[src/rtl/gnw_input_pkg.sv]
// Shared types for the joystick-to-K key matrix: config entry layout and loader FSM states.
package gnw_input_pkg;

  localparam int unsigned CfgIdxLsb  = 0;
  localparam int unsigned CfgIdxW    = 5;
  localparam int unsigned CfgInvBit  = 5;
  localparam int unsigned CfgRsvdBit = 6;
  localparam int unsigned CfgEnBit   = 7;

  // Field order follows the download byte: [7] en, [6] rsvd, [5] inv, [4:0] idx.
  typedef struct packed {
    logic       en;
    logic       rsvd;
    logic       inv;
    logic [4:0] idx;
  } cfg_entry_t;

  typedef enum logic [1:0] {
    StIdle,
    StLoad,
    StRun
  } load_state_t;

  // Bits above the configured joystick width are zero in the padded key word.
  function automatic logic cell_value(input cfg_entry_t entry, input logic [31:0] key_word);
    return entry.en & (key_word[entry.idx] ^ entry.inv);
  endfunction

endpackage

[src/rtl/gnw_debounce.sv]
// Per-bit debouncer: key follows raw only after raw has differed for DEBOUNCE_CYCLES cycles.
module gnw_debounce #(
  parameter int unsigned DEBOUNCE_CYCLES = 1024
) (
  input  logic clk_sys,
  input  logic reset,
  input  logic raw,
  output logic key
);

  localparam int unsigned CntW = $clog2(DEBOUNCE_CYCLES + 1);
  localparam logic [CntW-1:0] CntLast = CntW'(DEBOUNCE_CYCLES - 1);

  logic [CntW-1:0] cnt_q;
  logic            key_q;

  always_ff @(posedge clk_sys) begin
    if (reset) begin
      cnt_q <= '0;
      key_q <= 1'b0;
    end else if (raw == key_q) begin
      cnt_q <= '0;
    end else if (cnt_q == CntLast) begin
      cnt_q <= '0;
      key_q <= raw;
    end else begin
      cnt_q <= cnt_q + 1'b1;
    end
  end

  assign key = key_q;

endmodule

[src/rtl/gnw_input_matrix.sv]
// Configurable joystick-to-MCU key matrix with download-loaded cell table.
// Optional per-bit debounce is compiled in with GNW_INPUT_DEBOUNCE_EN.
module gnw_input_matrix
  import gnw_input_pkg::*;
#(
  parameter int unsigned NUM_STROBES     = 8,
  parameter int unsigned K_WIDTH         = 4,
  parameter int unsigned JOY_WIDTH       = 32,
  parameter int unsigned CFG_BASE        = 1,
  parameter int unsigned DEBOUNCE_CYCLES = 1024
) (
  input  logic                   clk_sys,
  input  logic                   reset,
  input  logic                   ioctl_download,
  input  logic                   ioctl_wr,
  input  logic [24:0]            ioctl_addr,
  input  logic [7:0]             ioctl_dout,
  input  logic [JOY_WIDTH-1:0]   joystick,
  input  logic [NUM_STROBES-1:0] S,
  output logic [K_WIDTH-1:0]     K,
  output logic                   cfg_valid
);

  localparam int unsigned NumEntries = NUM_STROBES * K_WIDTH;
  localparam int unsigned IdxW       = (NumEntries > 1) ? $clog2(NumEntries) : 1;
  localparam int unsigned CntW       = $clog2(NumEntries + 1);
  localparam logic [24:0] AddrLo     = 25'(CFG_BASE);
  localparam logic [24:0] AddrHi     = 25'(CFG_BASE + NumEntries);

  load_state_t           state_q, state_d;
  cfg_entry_t            table_q [NumEntries];
  cfg_entry_t            table_d [NumEntries];
  logic [NumEntries-1:0] got_q, got_d;
  logic [CntW-1:0]       cnt_q, cnt_d;
  logic                  dl_q;
  logic                  dl_rise;
  logic                  wr_hit;
  logic [IdxW-1:0]       widx;
  logic [JOY_WIDTH-1:0]  key;
  logic [31:0]           key_ext;
  logic [NumEntries-1:0] unused_rsvd;

  assign dl_rise = ioctl_download & ~dl_q;
  assign wr_hit  = ioctl_wr && (ioctl_addr >= AddrLo) && (ioctl_addr < AddrHi);
  assign widx    = IdxW'(ioctl_addr - AddrLo);

  always_comb begin
    state_d = state_q;
    table_d = table_q;
    got_d   = got_q;
    cnt_d   = cnt_q;
    unique case (state_q)
      StIdle, StRun: begin
        if (dl_rise) begin
          state_d = StLoad;
          table_d = '{default: '0};
          got_d   = '0;
          cnt_d   = '0;
        end
      end
      StLoad: begin
        if (wr_hit) begin
          for (int i = 0; i < NumEntries; i++) begin
            if (widx == IdxW'(i)) begin
              table_d[i] = cfg_entry_t'(ioctl_dout);
              if (!got_q[i]) begin
                got_d[i] = 1'b1;
                cnt_d    = cnt_q + 1'b1;
              end
            end
          end
        end
        // A write landing with the falling edge is already folded into cnt_d.
        if (!ioctl_download) begin
          state_d = (cnt_d == CntW'(NumEntries)) ? StRun : StIdle;
        end
      end
      default: state_d = StIdle;
    endcase
  end

  always_ff @(posedge clk_sys) begin
    if (reset) begin
      state_q <= StIdle;
      table_q <= '{default: '0};
      got_q   <= '0;
      cnt_q   <= '0;
      dl_q    <= 1'b0;
    end else begin
      state_q <= state_d;
      table_q <= table_d;
      got_q   <= got_d;
      cnt_q   <= cnt_d;
      dl_q    <= ioctl_download;
    end
  end

`ifdef GNW_INPUT_DEBOUNCE_EN
  logic [JOY_WIDTH-1:0] raw_q;

  always_ff @(posedge clk_sys) begin
    if (reset) raw_q <= '0;
    else       raw_q <= joystick;
  end

  for (genvar i = 0; i < JOY_WIDTH; i++) begin : g_debounce
    gnw_debounce #(
      .DEBOUNCE_CYCLES(DEBOUNCE_CYCLES)
    ) u_debounce (
      .clk_sys(clk_sys),
      .reset  (reset),
      .raw    (raw_q[i]),
      .key    (key[i])
    );
  end
`else
  logic [JOY_WIDTH-1:0] key_q;
  logic                 unused_debounce;

  always_ff @(posedge clk_sys) begin
    if (reset) key_q <= '0;
    else       key_q <= joystick;
  end

  assign key             = key_q;
  assign unused_debounce = (DEBOUNCE_CYCLES == 0);
`endif

  // S to K is purely combinational: the MCU samples K in the cycle it drives S.
  always_comb begin
    key_ext                = '0;
    key_ext[JOY_WIDTH-1:0] = key;
    K                      = '0;
    if (state_q == StRun) begin
      for (int s = 0; s < NUM_STROBES; s++) begin
        for (int b = 0; b < K_WIDTH; b++) begin
          if (S[s] && cell_value(table_q[s*K_WIDTH+b], key_ext)) K[b] = 1'b1;
        end
      end
    end
  end

  always_comb begin
    unused_rsvd = '0;
    for (int i = 0; i < NumEntries; i++) unused_rsvd[i] = table_q[i].rsvd;
  end

  assign cfg_valid = (state_q == StRun);

endmodule

[config.mk]
export PLATFORM = sky130hd
export DESIGN_NAME = gnw_input_matrix
export DESIGN_NICKNAME = d
export VERILOG_FILES = /design/src/rtl/gnw_input_pkg.sv /design/src/rtl/gnw_debounce.sv /design/src/rtl/gnw_input_matrix.sv
export SDC_FILE = /design/constraint.sdc
export NUM_CORES = 1
export LEC_CHECK = 0
export CORE_AREA = 2 2 204 206
export DETAILED_ROUTE_END_ITERATION = 7
export DIE_AREA = 0 0 206 208
export GPL_TIMING_DRIVEN = 0
export HOLD_SLACK_MARGIN = 0.15
export PLACE_DENSITY = 0.73
export SLEW_MARGIN = 20
export SYNTH_ARGS = -nofsm -noshare
export SYNTH_HDL_FRONTEND = slang
export SYNTH_SLANG_ARGS = --single-unit
[constraint.sdc]
create_clock -name clk_sys -period 4.1 [get_ports clk_sys]
set_input_delay 0.82 -clock clk_sys [delete_from_list [all_inputs] [get_ports clk_sys]]
set_output_delay 0.82 -clock clk_sys [all_outputs]
set_load 0.01 [all_outputs]
**Word-level counts from Yosys, hierarchy flattened**

Cells that the tools add are included.

- Input bits: 77
- Logic and storage cells: 632
- Register bits after elaboration: 297
- Output and inout port bits: 5

- $lt $le $gt $ge: 34
- Add/subtract/negate cells: 2
- Equality and inequality tests: 69
- Muxes and demuxes: 257
- Bitwise gates (word level): 66
- Reductions and logical operators: 72

Operator list:

| cell | count |
|---|---|
| 2-to-1 mux 256 bit | 2 |
| case mux 256 bit (2 select lines) | 1 |
| 2-to-1 mux 6 bit | 85 |
| 2-to-1 mux 8 bit | 32 |
| less-than comparator 5 x 6 -> 1 bit (second input constant) | 32 |
| binary-select mux 1 bit (select 5 bit) | 32 |
| AND reduction 4 bit | 32 |
| 2-to-1 mux 1 bit | 96 |
| == test 5 bit (second input constant) | 16 |
| != test 2 bit (second input constant) | 35 |
| 2-to-1 mux 32 bit | 2 |
| case mux 32 bit (2 select lines) | 1 |
| == test 5 x 4 -> 1 bit (second input constant) | 8 |
| logical AND 1 bit | 34 |
| bitwise AND 1 bit | 33 |
| XOR 1 bit | 32 |
| >= comparator 25 x 1 -> 1 bit (second input constant) | 1 |
| less-than comparator 25 x 6 -> 1 bit (second input constant) | 1 |
| == test 5 x 3 -> 1 bit (second input constant) | 4 |
| case mux 6 bit (2 select lines) | 1 |
| == test 5 x 2 -> 1 bit (second input constant) | 2 |
| adder 6 x 1 -> 6 bit (second input constant) | 1 |
| == test 6 bit (second input constant) | 1 |
| 2-to-1 mux 2 bit | 3 |
| 12 further kinds | 13 |

**Logic depth before layout (Yosys ltp)**

Gate-level depths: netlist (run 1).

- Word-level depth: 89
- Depth in mapped cells: 12
- Mapped depth without buffers: 9

**Worst setup path after synthesis (run 1)**

OpenSTA, ideal clock, no wires.

- Path type: flip-flop to output port
- From: register table_q[248] (netlist bit)
- To: output port K[0]
- Buffers on the path: 1
- Stages on the path, launching flop included: 10
- Arrival time: 2.408 ns
- Data required time: 3.280 ns
- Slack: 0.872 ns
- Path through: dfxtp_1 > clkbuf_1 > mux4_2 > mux4_2 > mux2i_1 > xnor2_1 > nand3_1 > nand4_1 > nor2_1 > nor2_1

- Word-level cells in the longest chain between the ends: 14

Ends and longest elaborated chain:

| element | line | text |
|---|---|---|
| start, declared | gnw_input_matrix.sv:31 | `cfg_entry_t table_q [NumEntries];` |
| start signal, assigned | gnw_input_matrix.sv:91 | `table_q <= table_d;` |
| binary-select mux 1 bit (select 5 bit) | gnw_input_pkg.sv:26 | `return entry.en & (key_word[entry.idx] ^ entry.inv);` |
| 2-to-1 mux 1 bit (not written as such) | gnw_input_pkg.sv:26 |  |
| XOR 1 bit | gnw_input_pkg.sv:26 |  |
| bitwise AND 1 bit | gnw_input_pkg.sv:26 |  |
| logical AND 1 bit | gnw_input_matrix.sv:137 | `if (S[s] && cell_value(table_q[s*K_WIDTH+b], key_ext)) K[b] = 1'b1;` |
| 2-to-1 mux 1 bit (8 in a row) | gnw_input_matrix.sv:137 |  |
| 2-to-1 mux 4 bit | gnw_input_matrix.sv:134 | `if (state_q == StRun) begin` |
| end, declared | gnw_input_matrix.sv:20 | `output logic [K_WIDTH-1:0] K,` |

No other way between the ends. The select of a mux whose other input is x is not followed.

**Worst setup path after layout (run 1)**

- From: register key_q[9] (netlist: key[9])
- To: output port K[1]

- Word-level cells in the longest chain between the ends: 14
- Elaborated cells on any way between the ends: 49
- Those cells by class: 25 x mux; 16 x bitwise; 8 x reduce/logical

Ends and longest elaborated chain:

| element | line | text |
|---|---|---|
| start, declared | gnw_input_matrix.sv:117 | `logic [JOY_WIDTH-1:0] key_q;` |
| start signal, assigned | gnw_input_matrix.sv:122 | `else key_q <= joystick;` |
| binary-select mux 1 bit (select 5 bit) | gnw_input_pkg.sv:26 |  |
| 2-to-1 mux 1 bit (not written as such) | gnw_input_pkg.sv:26 |  |
| XOR 1 bit | gnw_input_pkg.sv:26 |  |
| bitwise AND 1 bit | gnw_input_pkg.sv:26 |  |
| logical AND 1 bit | gnw_input_matrix.sv:137 |  |
| 2-to-1 mux 1 bit (7 in a row) | gnw_input_matrix.sv:137 |  |
| 2-to-1 mux 1 bit * | gnw_input_matrix.sv:137 |  |
| 2-to-1 mux 4 bit * | gnw_input_matrix.sv:134 |  |

Mark *: on every way between the ends. The rest lies on a longest branch, timed or not. The select of a mux whose other input is x is not followed.

==> impl_metrics.tcl, run 1 <==
set metrics [dict create \
    layout-area-overhead-vs-synth_pct 17.1 \
    syn_avg_cell_area_um2 11.2 \
    setup-violations-final 1 \
    post_synth_xor_area_fraction_pct 1.56 \
    cts.path.max_buffers 3 \
    number_of_unique_standard_cell_types_used_by_synthesis 62 \
    ff_latch_area_um2 6050 \
    netlist_top_cells_area "sky130_fd_sc_hd__mux4_2, sky130_fd_sc_hd__dfxtp_1, sky130_fd_sc_hd__mux2i_1" \
    netlist.area_leader.share_pct 35.7 \
    placedCellCount 2409 \
    crit_path_cell_trace "clkbuf_8 > mux4_2 > mux4_2 > mux2i_4 > xnor2_2 > nand3_2 > nand4_1 > nor2_1 > nor2_1 > buf_2" \
    routed-wl-met2_mm 31.2 \
    post-route-min-period_ns 4.13 \
    largest_family_of_logic_cells_by_synthesized_area "multiplexers" \
    max-vdd-ir-drop_mv 0.275 \
    layout.core_utilization_pct 58.2 \
    core_um2 40600 \
    power.density_cell_area_nw_per_um2 339 \
    antenna_found_initial 0 \
    route.top_layer_used "met4" \
    grt_pass1_wl_mm 104 \
    floorplan.die_area_um2 42800 \
    placed_area_um2 21600 \
    synth_cells 1797 \
    route.final.wire_length_mm 69.5 \
    worst_clock_skew_ns 0.0271 \
    cts_hold_repair.buffers 0 \
    synth_nets 1875 \
    multi_input_area_um2 13300 \
    clk_pin_slew_ns 0.06 \
    num_vias 17086 \
    maxCapViolCount 0 \
    post-route-drc-count 0 \
    clock_insertion_delay_at_the_later_pin_of_the_skew_report_ns 0.55 \
    yosys_register_bits 297 \
    critPathRequiredTime_ns 3.28 \
    family_of_cells_with_the_greatest_summed_delay_on_the_critical_path "multiplexers" \
    cts_tree "built" \
    drt-vias-per-instance 7.05 \
    detailedRoute.firstIterationViolations 2939 \
    yosysWarningCount 0 \
    crit_slowest_cell "sky130_fd_sc_hd__mux4_2" \
    synth_compound_area_share_pct 4.37 \
    holdCritPathClass "flop to flop" \
    critical_path_buf_inv_count 2 \
    layout.cell_area.non_filler_um2 23600 \
    grt_max_degree 16 \
    grt_setup_unrepaired "false" \
    antenna_violating_nets_post_route 0 \
    final_critical_path_setup_slack_ns -0.0269 \
    critical_path_class "flop to output pin" \
    clock_tree.root_cell "sky130_fd_sc_hd__clkbuf_16" \
    nNetsFinal 1944 \
    die_w_um 206 \
    adder_cell_fraction_of_synth_area_pct 0.0621 \
    routabilityCongestion 0.985 \
    wl_met1_mm 23.1 \
    tightest_slew_ns 1.03 \
    grt_use_total_pct 32.2 \
    synth_area_um2 20200 \
    synth_simple_gate_area_share_pct 10.4 \
    drt_first_pass_iters 6 \
    placement.io_buffers 80 \
    h-tree-depth 2 \
    overflow_left_after_global_routing 0 \
    maxSlewViolCount 0 \
    die_height_um 208 \
    dominantRegCellSynth "sky130_fd_sc_hd__dfxtp_1" \
    post_layout_instance_count_excluding_filler_cells 2424 \
    violations_in_the_final_reports "setup timing" \
    critPathLaunchType "flop" \
    met3_wirelength_mm 10.4 \
    ratio_of_cells_with_drive_above_1_in_the_final_layout_pct 31.1 \
    tritoncts_num_sinks 297 \
    yosysSeqAreaShare_pct 29.5 \
    ios 82 \
    layout.filler_cells 3236 \
    fin_crit_sh_pct 101 \
    synth_async_sr_flop_share_pct 0 \
    cp_slowest_stage_delay_ns 0.51 \
    netlist.top_cell.by_area "sky130_fd_sc_hd__mux4_2" \
    cts_inserted_buffers 34 \
    wire_per_inst_um 28.7 \
    peak_fanout_along_the_critical_path 10 \
    initial_core_util_pct 49.7 \
    std_cell_rows 74 \
    final_hold_viol_count 0 \
    arrival_ns 3.31 \
    number_of_global_route_vias_before_repair 17060 \
    clock.fmax_mhz 242 \
    p_leak_nw 8.81 \
    timing.max_slew.rel_slack_pct 31.3 \
    status "finished, violations left" \
    synth_edf_count 0 \
    hpwl_mm 47.5 \
    synthMuxAreaShare_pct 48.7 \
    element_type_at_the_critical_path_end "output pin" \
]
==> worst min-delay path: stages, from the launching register on <==
cell	delay (ns)
sky130_fd_sc_hd__dfxtp_1	0.31
sky130_fd_sc_hd__inv_1	0.05
sky130_fd_sc_hd__a21oi_1	0.05
==> flip-flops by register name, summed over array words and instances, names as in the netlist <==
signal and cells:
cnt_q 6, dl_q 1, got_q 32, key 32
state_q 2, table_q 224
==> repair_timing <==
item / CTS / global route
pin swaps: 5 / 3
endpoints found under the setup margin: 4 / 4
gates resized for setup: 345 / 19
setup buffers: 0 / 0
==> cell type report <==
| cell class | count | share of cell area [%] |
|---|---|---|
| Antenna cell | 1 | 0.0106 |
| Buffer | 194 | 6.10 |
| Clock buffer | 42 | 3.95 |
| Clock inverter | 19 | 1.18 |
| Inverter | 42 | 0.668 |
| Multi-Input combinational cell | 1217 | 56.3 |
| Sequential cell | 297 | 25.6 |
| Tap cell | 532 | 2.82 |
| Timing Repair Buffer | 80 | 3.31 |
==> cell families after synthesis <==
group	Yosys count
buffers and inverters	283
multiplexers	580
XOR/XNOR	36
AND/OR/NAND/NOR	463
adder cells (fa/ha/maj)	1
flip-flops	297
AO/OA/AOI/OAI	137
==> Yosys cell counts (all sizes together) (6+ instances only) <==
master,instances
a211oi,6
a21oi,46
and2,8
and3,6
buf,13
clkbuf,228
dfxtp,297
inv,42
mux2i,258
mux4,320
nand2,52
nand2b,10
nand3,41
nand4,14
nor2,256
nor2b,38
nor3,12
nor4,6
o21ai,42
xnor2,33
==> per-layer routing <==
layer,vias to the layer above,GRT usage [%]
met4,0,17.4
li1,6883,-
met2,1602,49.8
met5,-,0
met1,8174,39.2
met3,427,11.5
==> cells in the final DEF, fill, tap and decap left out, drive strengths merged, types with 5 or more instances in the layout <==
| cell | synthesis | layout |
|---|---|---|
| nor2 | 256 | 256 |
| a211oi | 6 | 6 |
| and2 | 8 | 8 |
| clkinv | 0 | 6 |
| and3 | 6 | 6 |
| dfxtp | 297 | 297 |
| clkbuf | 228 | 224 |
| inv | 42 | 46 |
| clkdlybuf4s50 | 0 | 76 |
| xnor2 | 33 | 33 |
| o22ai | 5 | 5 |
| bufinv | 0 | 6 |
| nor3 | 12 | 12 |
| a21oi | 46 | 46 |
| mux2i | 258 | 258 |
| nand3b | 5 | 5 |
| nor2b | 38 | 38 |
| nand2 | 52 | 52 |
| nor4 | 6 | 6 |
| o21ai | 42 | 42 |
| nand2b | 10 | 10 |
| mux4 | 320 | 320 |
| nand3 | 41 | 41 |
| nand4 | 14 | 14 |
| or3 | 5 | 5 |
| buf | 13 | 16 |
==> metrics by stage <==
step | setup WS, ns | setup TNS (ns) | hold slack [ns] | power [mW]
global route | 0.000886 | 0 | 0.469 | 8.18
floorplan | 0.872 | 0 | 0.421 | 4.06
detailed placement | -0.328 | -2.26 | 0.438 | 4.55
finish | -0.0269 | -0.0269 | 0.451 | 8.02
CTS | 0.000490 | 0 | 0.449 | 7.94
global placement | -0.290 | -1.16 | 0.432 | 4.51
==> where the power goes <==
group | total [mW] | switching, mW | internal [mW]
combinational | 1.53 | 0.813 | 0.719
clock | 3.36 | 1.34 | 2.02
sequential | 3.12 | 0.146 | 2.98
total | 8.02 | 2.30 | 5.71
==> worst paths after layout <==
path / start / to / slack (ns) / cells past startpoint
setup / recovery: key[9] / K[1] / -0.03 / 10
hold / removal: got_q[6] / got_q[6] / 0.45 / 2
setup reg to reg: state_q[0] / table_q[11] / 0.79 / 7
hold reg to reg: got_q[6] / got_q[6] / 0.45 / 2
No activity file was read; power rests on OpenSTA's default activity.
==> inputs of run 2 (changes only) <==
--- a/config.mk
+++ b/config.mk
@@ -5,12 +5,12 @@
 export SDC_FILE = /design/constraint.sdc
 export NUM_CORES = 1
 export LEC_CHECK = 0
-export CORE_AREA = 2 2 204 206
+export CORE_AREA = 3 3 205 207
 export DETAILED_ROUTE_END_ITERATION = 7
-export DIE_AREA = 0 0 206 208
+export DIE_AREA = 0 0 208 210
 export GPL_TIMING_DRIVEN = 0
 export HOLD_SLACK_MARGIN = 0.15
-export PLACE_DENSITY = 0.73
+export PLACE_DENSITY = 0.76
 export SLEW_MARGIN = 20
 export SYNTH_ARGS = -nofsm -noshare
 export SYNTH_HDL_FRONTEND = slang
==> constraint.sdc (replaced) <==
create_clock -name clk_sys -period 3.7 [get_ports clk_sys]
set_input_delay 0.74 -clock clk_sys [delete_from_list [all_inputs] [get_ports clk_sys]]
set_output_delay 0.74 -clock clk_sys [all_outputs]
set_load 0.01 [all_outputs]
==> run 2 against run 1 <==
The flow finishes with violations (DRC, setup timing); sequential cell count is the same; clock-buffer cell count grew 2; utilization grew 1.1 points; sequential power grew 11%; die area grew 1.9%; combinational power grew 13%; sequential share of layout area shrank 0.17 points; global-route usage shrank 1.1 points; critical endpoint unchanged; largest cell class unchanged.
==> impl_metrics.tcl, run 2 (synthesis gave the netlist of run 1 again) <==
set metrics [dict create \
    status "finished, violations left" \
    violations_in_the_final_reports "DRC, setup timing" \
    critical_path.endpoint "K[1]" \
    element_type_at_the_critical_path_end "output pin" \
    initial_core_util_pct 49.7 \
    nNetsFinal 1950 \
    grt_pass1_wl_mm 104 \
    final_hold_viol_count 0 \
    cts_tree "built" \
    rr_worst_depth 7 \
    ratio_of_cells_with_drive_above_1_in_the_final_layout_pct 32.1 \
    post-route-min-period_ns 3.91 \
    setup-violations-final 4 \
    mostFrequentLayoutCells "sky130_fd_sc_hd__mux4_2, sky130_fd_sc_hd__nor2_1, sky130_fd_sc_hd__mux2i_1" \
    number_of_global_route_vias_before_repair 17207 \
    critPathRequiredTime_ns 2.96 \
    ios 82 \
    clk_pin_slew_ns 0.07 \
    tritoncts_num_sinks 297 \
    post-route-drc-count 2 \
    detailedRoute.firstIterationViolations 2912 \
    startpoint "key[23]" \
    clock_tree.root_cell "sky130_fd_sc_hd__clkbuf_16" \
    rr_startpoint "state_q[0]" \
    maxCapViolCount 0 \
    fin_crit_sh_pct 106 \
    arrival_ns 3.17 \
    num_vias 16943 \
    clock_insertion_delay_at_the_later_pin_of_the_skew_report_ns 0.54 \
    h-tree-depth 2 \
    layout.filler_cells 3064 \
    max_flop_register "table_q" \
    max-vdd-ir-drop_mv 0.321 \
    largest_register_ff_count 224 \
    floorplan.die_area_um2 43700 \
    fin_setup_tns_ns -0.755 \
    std_cell_rows 74 \
    clock.fmax_mhz 256 \
    grt_use_total_pct 31.1 \
    die_height_um 210 \
    antenna_violating_nets_post_route 0 \
    route.final.wire_length_mm 70.0 \
    placement.io_buffers 80 \
    die_w_um 208 \
    final_critical_path_setup_slack_ns -0.213 \
    maxSlewViolCount 0 \
    core_um2 40600 \
    layout-area-overhead-vs-synth_pct 19.3 \
    timing.max_slew.rel_slack_pct 34.3 \
    multi_input_area_um2 13400 \
    regToRegEndpoint "table_q[2]" \
    cts_hold_repair.buffers 0 \
    wire_per_inst_um 28.8 \
    peak_fanout_along_the_critical_path 10 \
    cts.path.max_buffers 3 \
    tightest_slew_ns 0.985 \
    routabilityCongestion 1.01 \
    grt_max_degree 16 \
    holdCritPathClass "flop to flop" \
    ff_latch_area_um2 6120 \
    layout_commonest_cell "sky130_fd_sc_hd__mux4_2" \
    drt_first_pass_iters 8 \
    critPathLaunchType "flop" \
    overflow_left_after_global_routing 0 \
    hpwl_mm 47.5 \
    power.density_cell_area_nw_per_um2 368 \
    reg2reg_setup_slack_ns 0.51 \
    cts_inserted_buffers 34 \
    worst_clock_skew_ns 0.0240 \
    grt_setup_unrepaired "true" \
    critical_path_class "flop to output pin" \
    fin_worst_hold_slack_ns 0.447 \
    p_leak_nw 9.00 \
    worstHoldStart "got_q[0]" \
    drt-vias-per-instance 6.98 \
    antenna_found_initial 0 \
]
==> run 2: changes by cell type in the layout (fill, tap and decap cells not counted), moves of 4 or more <==
| cell | before | now |
|---|---|---|
| sky130_fd_sc_hd__clkbuf_8 | 54 | 69 |
| sky130_fd_sc_hd__xnor2_2 | 1 | 5 |
| sky130_fd_sc_hd__dfxtp_2 | 53 | 26 |
| sky130_fd_sc_hd__clkbuf_2 | 4 | 0 |
| sky130_fd_sc_hd__clkbuf_16 | 35 | 39 |
| sky130_fd_sc_hd__clkbuf_4 | 42 | 15 |
| sky130_fd_sc_hd__buf_4 | 3 | 10 |
| sky130_fd_sc_hd__buf_8 | 0 | 12 |
| sky130_fd_sc_hd__dfxtp_4 | 10 | 39 |
| sky130_fd_sc_hd__xnor2_1 | 32 | 28 |
==> run 2: stage by stage <==
step	area (um2)	std cells	utilization (%)	power, mW	worst slack (ns)
after global placement	21600	2409	53.3	4.99	-0.554
after global routing	24100	2427	59.3	9.07	-0.255
after detailed placement	21600	2409	53.3	5.04	-0.601
after floorplan	20200	1797	-	4.50	0.552
after CTS	24000	2436	59.1	8.77	-0.150
final	24100	2428	59.3	8.87	-0.213
==> run 2: area by class of cell <==
class	instances	share of cell area, %
multi-input combinational	1217	55.6
sequential	297	25.5
buffer	191	6.90
clock buffer	44	3.99
timing repair buffer	89	3.63
tap	532	2.77
clock inverter	15	1.01
inverter	42	0.655
antenna	1	0.0104
==> run 2: worst max-delay path, cell delays in order, from the launching register on <==
cell	delay, ns
sky130_fd_sc_hd__dfxtp_4	0.38
sky130_fd_sc_hd__clkbuf_8	0.19
sky130_fd_sc_hd__mux4_2	0.49
sky130_fd_sc_hd__mux4_2	0.51
sky130_fd_sc_hd__mux2i_4	0.25
sky130_fd_sc_hd__xnor2_2	0.15
sky130_fd_sc_hd__nand3_2	0.15
sky130_fd_sc_hd__nand4_1	0.19
sky130_fd_sc_hd__nor2_2	0.07
sky130_fd_sc_hd__nor2_1	0.09
sky130_fd_sc_hd__buf_2	0.14
==> run 2: repair_timing <==
item                                    in CTS  in global routing
endpoints found under the setup margin       4                 61
resized for setup                          417                 43
hold endpoints to repair                     0                  0
setup buffers                                4                  2
pin swaps                                   20                 13
cloned                                       3                  0
==> run 2: layer usage <==
layer / share of wire (%) / vias to the layer above / track usage [%]
met5: 0.081 / - / 0.216
met2: 45 / 1566 / 49.7
met1: 32 / 8101 / 36.5
met4: 6.9 / 2 / 16.6
li1: - / 6874 / -
met3: 15 / 400 / 12.0
==> run 2: worst min-delay path by stage <==
stage                     cells after the start  slack [ns]        end
after floorplan                               2        0.42  got_q[15]
after global placement                        2        0.43   got_q[3]
after detailed placement                      2        0.43  got_q[16]
after CTS                                     2        0.44  got_q[16]
after global routing                          2        0.46  got_q[16]
final                                         2        0.45   got_q[0]
==> run 2: power by group <==
part           internal, mW  switching [mW]
Clock                  2.26            1.41
Combinational         0.832           0.900
Sequential             3.29           0.174
